===== src/rtl/sim_ctrl_pkg.sv =====
// Shared types for the simulation run controller: FSM state and the externally visible status code.
package sim_ctrl_pkg;

    typedef enum logic [2:0] {
        HOLD,
        RUN,
        PASS,
        FAIL,
        TIMEOUT
    } run_state_e;

    typedef enum logic [1:0] {
        ST_RUN     = 2'd0,
        ST_PASS    = 2'd1,
        ST_FAIL    = 2'd2,
        ST_TIMEOUT = 2'd3
    } status_e;

endpackage


===== src/rtl/sat_counter.sv =====
// Saturating up-counter, one-cycle update, synchronous clear wins over enable; holds at all-ones.
module sat_counter #(
    parameter int W = 32
) (
    input  logic         clk,
    input  logic         rst_n,
    input  logic         en,
    input  logic         clr,
    output logic [W-1:0] cnt
);

    always_ff @(posedge clk or negedge rst_n) begin
        if (!rst_n) begin
            cnt <= '0;
        end else if (clr) begin
            cnt <= '0;
        end else if (en && (cnt != '1)) begin
            cnt <= cnt + W'(1);
        end
    end

endmodule


===== src/rtl/sim_run_ctrl.sv =====
// Run controller: sequences core reset, counts RUN cycles/retirements, ends the test on tohost or watchdog.
// All outputs registered (one-edge response); no backpressure, terminal states hold until rst_n.
module sim_run_ctrl
    import sim_ctrl_pkg::*;
#(
    parameter int              XLEN        = 32,
    parameter int              CNT_W       = 32,
    parameter int              RST_CYCLES  = 5,
    parameter int              MAX_CYCLES  = 200,
    parameter int              STALL_LIMIT = 64,
    parameter logic [XLEN-1:0] TOHOST_ADDR = XLEN'(32'h0000_1000)
) (
    input  logic             clk,
    input  logic             rst_n,
    output logic             core_rst,
    input  logic             retire_valid,
    input  logic             st_valid,
    input  logic [XLEN-1:0]  st_addr,
    input  logic [XLEN-1:0]  st_data,
    output logic             done,
    output logic [1:0]       status,
    output logic             stall_to,
    output logic [XLEN-1:0]  fail_code,
    output logic [CNT_W-1:0] cycle_count,
    output logic [CNT_W-1:0] retire_count
);

    localparam int HOLD_W = (RST_CYCLES > 1) ? $clog2(RST_CYCLES) : 1;
    localparam logic [HOLD_W-1:0] HOLD_LAST = HOLD_W'(RST_CYCLES - 1);
    localparam logic [CNT_W-1:0]  BUDGET_LAST = CNT_W'(MAX_CYCLES - 1);
    localparam logic [CNT_W-1:0]  STALL_LAST  = CNT_W'(STALL_LIMIT - 1);

    run_state_e        state;
    logic [HOLD_W-1:0] hold_cnt;
    logic [CNT_W-1:0]  stall_cnt;
    logic              in_hold;
    logic              in_run;
    logic              tohost_hit;
    logic              stall_hit;
    logic              budget_hit;

    assign in_hold = (state == HOLD);
    assign in_run  = (state == RUN);

    sat_counter #(.W(HOLD_W)) u_hold_cnt (
        .clk(clk), .rst_n(rst_n), .en(in_hold), .clr(1'b0), .cnt(hold_cnt)
    );

    sat_counter #(.W(CNT_W)) u_cycle_cnt (
        .clk(clk), .rst_n(rst_n), .en(in_run), .clr(1'b0), .cnt(cycle_count)
    );

    sat_counter #(.W(CNT_W)) u_retire_cnt (
        .clk(clk), .rst_n(rst_n), .en(in_run && retire_valid), .clr(1'b0), .cnt(retire_count)
    );

    // Counts consecutive RUN cycles without a retirement.
    sat_counter #(.W(CNT_W)) u_stall_cnt (
        .clk(clk), .rst_n(rst_n), .en(in_run && !retire_valid), .clr(in_run && retire_valid),
        .cnt(stall_cnt)
    );

    assign tohost_hit = st_valid && (st_addr == TOHOST_ADDR) && (st_data != '0);
    assign stall_hit  = (STALL_LIMIT != 0) && !retire_valid && (stall_cnt == STALL_LAST);
    assign budget_hit = (MAX_CYCLES != 0) && (cycle_count == BUDGET_LAST);

    always_ff @(posedge clk or negedge rst_n) begin
        if (!rst_n) begin
            state     <= HOLD;
            core_rst  <= 1'b1;
            done      <= 1'b0;
            status    <= ST_RUN;
            stall_to  <= 1'b0;
            fail_code <= '0;
        end else begin
            case (state)
                HOLD: begin
                    if (hold_cnt == HOLD_LAST) begin
                        state    <= RUN;
                        core_rst <= 1'b0;
                    end
                end
                RUN: begin
                    // tohost beats the stall watchdog, which beats the cycle budget.
                    if (tohost_hit) begin
                        core_rst <= 1'b1;
                        done     <= 1'b1;
                        if (st_data == XLEN'(1)) begin
                            state  <= PASS;
                            status <= ST_PASS;
                        end else begin
                            state     <= FAIL;
                            status    <= ST_FAIL;
                            fail_code <= st_data >> 1;
                        end
                    end else if (stall_hit || budget_hit) begin
                        state    <= TIMEOUT;
                        status   <= ST_TIMEOUT;
                        stall_to <= stall_hit;
                        core_rst <= 1'b1;
                        done     <= 1'b1;
                    end
                end
                default: ;
            endcase
        end
    end

endmodule


===== config.mk =====
export PLATFORM = sky130hd
export DESIGN_NAME = sim_run_ctrl
export DESIGN_NICKNAME = d
export VERILOG_FILES = /design/src/rtl/sim_ctrl_pkg.sv /design/src/rtl/sat_counter.sv /design/src/rtl/sim_run_ctrl.sv
export SDC_FILE = /design/constraint.sdc
export NUM_CORES = 1
export LEC_CHECK = 0
export CORE_MARGIN = 1
export CORE_UTILIZATION = 50
export DETAILED_ROUTE_END_ITERATION = 10
export HOLD_SLACK_MARGIN = 0.1
export PLACE_DENSITY_LB_ADDON = 0.12
export SYNTH_ARGS = -nofsm -noshare
export SYNTH_HDL_FRONTEND = slang
export SYNTH_SLANG_ARGS = --single-unit
export TNS_END_PERCENT = 20

===== constraint.sdc =====
create_clock -name clk -period 3 [get_ports clk]
set_input_delay 0.6 -clock clk [delete_from_list [all_inputs] [get_ports clk]]
set_output_delay 0.6 -clock clk [all_outputs]
set_load 0.05 [all_outputs]

==> Implementation_results.wiki <==
{| class="wikitable"
! Metric !! Value
|-
| Post-synthesis net count || 745
|-
| 1st-pass router iterations || 7
|-
| Final hold violation count || 0
|-
| Longest Clk Path Bufs || 2
|-
| Net count reported at finish || 927
|-
| Starting density of the core || 52.0%
|-
| Shortest period the worst path allows || 2.62 ns
|-
| Static leakage power || 3.97 nW
|-
| Die width || 120 um
|-
| Most frequent standard cell in the layout excluding fill and tap cells || sky130_fd_sc_hd__clkdlybuf4s50_1
|-
| Asr flop ratio synth || 100%
|-
| Layout overhead on the synthesized area || 36.2%
|-
| Reg power frac || 43.8%
|-
| Master of the slowest instance on the critical path || sky130_fd_sc_hd__or3b_1
|-
| Switching portion of total power || 26.0%
|-
| Internal Pwr Total || 3.37 mW
|-
| Category of the worst setup path capture point || flop
|-
| Average footprint of a synthesized cell || 10.4 um^2
|-
| Clock Sink Count || 138
|-
| Final setup vio count || 0
|-
| H-Tree Level Count || 4
|-
| Headroom to the max-slew limit || 52.4%
|-
| Worst stage delay on the critical path || 0.60 ns
|-
| Power per unit of standard cell area || 479 nW/um^2
|-
| Required time of the critical path || 3.35 ns
|-
| Commonest cells after routing, fill and taps aside || 166 x sky130_fd_sc_hd__clkdlybuf4s50_1, 137 x sky130_fd_sc_hd__dfrtp_1, 50 x sky130_fd_sc_hd__nand2_1, 44 x sky130_fd_sc_hd__nand4_1
|-
| Ratio of final minimum period to clock period || 87.2%
|-
| Worst hold slack || 0.138 ns
|-
| Final design instance area without fill || 9490 um^2
|-
| Total placed instance area || 8920 um^2
|-
| Area of all sequential standard cells || 3450 um^2
|-
| Peak fanout along the critical path || 12
|-
| Critical Path Source Type || flop
|-
| Total Die Area || 14400 um^2
|-
| Cell family contributing the most delay on the critical path || simple AND/OR/NAND/NOR gates
|-
| Data arrival time of the critical path || 2.96 ns
|-
| Via-per-instance ratio || 5.99
|-
| Total instance count after detailed placement || 1010
|-
| Synthesis warning total || 0
|-
| Worst clock skew || 0.00617 ns
|-
| Critical Path, Cell by Cell || or3b_1, nor4_4, nand2_1, or4_1, a21oi_1
|-
| Combinational power share || 11.6%
|-
| Tightest Pin Transition || 0.707 ns
|-
| Gr ovfl total || 0
|-
| CTS tree || yes
|-
| Boundary Pins || 169
|-
| Fin util || 70.8%
|-
| Pin count of the biggest net entering global routing || 61
|-
| Type of the setup path with the least slack || reg -> reg
|-
| Routability congestion estimate from global placement || 0.888
|-
| Total routing usage reported by global routing || 26.1%
|-
| Root buffer selected by CTS || sky130_fd_sc_hd__clkbuf_16
|-
| Worst-case vdd ir drop || 0.000583 V
|-
| Hold-fix buffers, CTS || 0
|-
| Total CTS buffers || 17
|-
| Type of the worst min-delay path || in -> async
|-
| Result of the run || complete, no violations
|-
| MaxCap Viol Count || 0
|-
| Net switching power of the design || 1.18 mW
|-
| Distinct cell type count of the synthesized netlist || 57
|-
| Post-route setup TNS || 0 ns
|-
| Clock power frac || 44.6%
|-
| Wire length of the first global-routing pass || 29700 um
|-
| Cell count after synthesis || 671
|-
| Final count of pins violating max slew || 0
|-
| Multi-input logic area || 3390 um^2
|-
| # diodes || 0
|-
| Overall via count from detail_route || 6238
|-
| Buf+Inv Stages, Crit Path || 0
|-
| FF+latch count, synth || 138
|-
| Filler cell count || 1006
|-
| DRC violations left || 0
|-
| Core Rows || 42
|-
| Synthesized area || 6970 um^2
|-
| Number of design-rule violations left by the first detailed-router iteration || 502
|-
| Core outline area || 13400 um^2
|-
| Vias in the first global route || 6036
|-
| Register area share after synthesis || 49.5%
|-
| Fraction of layout cells with a size suffix above 1 || 7.16%
|-
| EDFF count, synth || 0
|-
| Detailed-route wire length || 18200 um
|-
| Floorplan die height || 120 um
|-
| Number of cells in the finished layout apart from fillers || 1042
|-
| Routed wire per std cell || 17.4 um
|-
| Worst-skew pair later-pin latency || 0.42 ns
|-
| Count of nets left with antenna violations after detail routing || 0
|-
| I/O Buffers || 167
|-
| Count of buffers added by post-CTS timing repair for setup || 0
|-
| Initial antenna violation count || 0
|-
| Sum of net half-perimeters after detailed placement || 13000 um
|-
| Most frequently used flop master after synthesis || sky130_fd_sc_hd__dfrtp_1
|-
| Clock slew at reported path FFs || 0.06 ns
|-
| Max Clk Rate || 382 MHz
|-
| RSZ-0062 raised after global routing || no
|-
| Post-cts gate resize count || 0
|}
-- area by class of cell --
cell class	count	share of cell area (%)
flip-flops and latches	138	36.4
multi-input cells	501	35.7
repair buffers	182	19.1
clock buffers	19	4.67
well taps	176	2.32
clock inverters	13	1.34
inverters	13	0.514
-- logic make-up after synthesis --
kind of cell | after synthesis | synth area share [%]
fa+ha+maj | 6 | 1.08
xor+xnor | 60 | 7.54
simple gates | 316 | 26.6
buf+inv | 32 | 1.88
flops | 138 | 49.5
other cells | 1 | 0.0538
mux | 38 | 6.10
compound gates | 80 | 7.20
-- final timing paths --
path	to	slack (ns)	start	depth (start not counted)
worst max-delay path	u_stall_cnt.cnt[15]$_DFFE_PN0P_	0.38	state[0]$_DFFE_PN0P_	5
worst min-delay path	u_cycle_cnt.cnt[16]$_DFFE_PN0P_	0.14	rst_n	1
worst max register to register	u_stall_cnt.cnt[15]$_DFFE_PN0P_	0.38	state[0]$_DFFE_PN0P_	5
worst min register to register	core_rst$_DFFE_PN1P_	0.48	core_rst$_DFFE_PN1P_	2
max in group asynchronous	u_stall_cnt.cnt[9]$_DFFE_PN0P_	2.09	rst_n	2
min in group clk	core_rst$_DFFE_PN1P_	0.48	core_rst$_DFFE_PN1P_	2
-- synthesized netlist by cell type, types with 10 or more instances --
cell,number,area (um^2)
sky130_fd_sc_hd__mux2_1,34,383
sky130_fd_sc_hd__nand4_1,44,275
sky130_fd_sc_hd__xnor2_1,36,315
sky130_fd_sc_hd__o21ai_0,12,60.1
sky130_fd_sc_hd__and3_1,18,113
sky130_fd_sc_hd__o31ai_1,14,105
sky130_fd_sc_hd__dfrtp_1,137,3430
sky130_fd_sc_hd__xor2_1,24,210
sky130_fd_sc_hd__nand3_1,37,185
sky130_fd_sc_hd__or3_1,14,87.6
sky130_fd_sc_hd__nor4_1,37,231
sky130_fd_sc_hd__nand2_1,50,188
sky130_fd_sc_hd__a21oi_1,26,130
sky130_fd_sc_hd__or4_1,21,158
sky130_fd_sc_hd__inv_1,13,48.8
sky130_fd_sc_hd__nor3_1,21,105
sky130_fd_sc_hd__and4_1,10,87.6
sky130_fd_sc_hd__nor2_1,27,101
-- routing by layer --
metal,share of wire [%],global-route usage (%),vias up,routed length (um)
met4,2.3,11.1,0,410
met5,0,0,-,0
li1,-,-,2908,-
met1,43,34.2,3047,7890
met3,6.8,6.75,34,1240
met2,47,41.0,249,8620
-- per-stage QoR --
stage / setup slack [ns] / power (mW)
2_1_floorplan: 0.404 / 2.27
3_3_place_gp: 0.114 / 2.53
3_5_place_dp: 0.0664 / 2.55
4_1_cts: 0.404 / 4.58
5_1_grt: 0.212 / 4.70
6_report: 0.384 / 4.55
-- power by group through the flow --
stage | clock, mW | combinational, mW | sequential [mW]
after global routing | 2.15 | 0.556 | 2.00
final | 2.03 | 0.526 | 1.99
after CTS | 2.05 | 0.531 | 1.99
after detailed placement | 0 | 0.529 | 2.02
after floorplan | 0 | 0.102 | 2.17
after global placement | 0 | 0.517 | 2.02
-- registers in the layout, summed over array words and instances (netlist names) --
signal,count
u_cycle_cnt.cnt,32
u_retire_cnt.cnt,32
u_stall_cnt.cnt,32
fail_code,31
state,3
u_hold_cnt.cnt,3
status,2
core_rst,1
done,1
stall_to,1
Note: power is estimated with default switching activity, not from simulation.
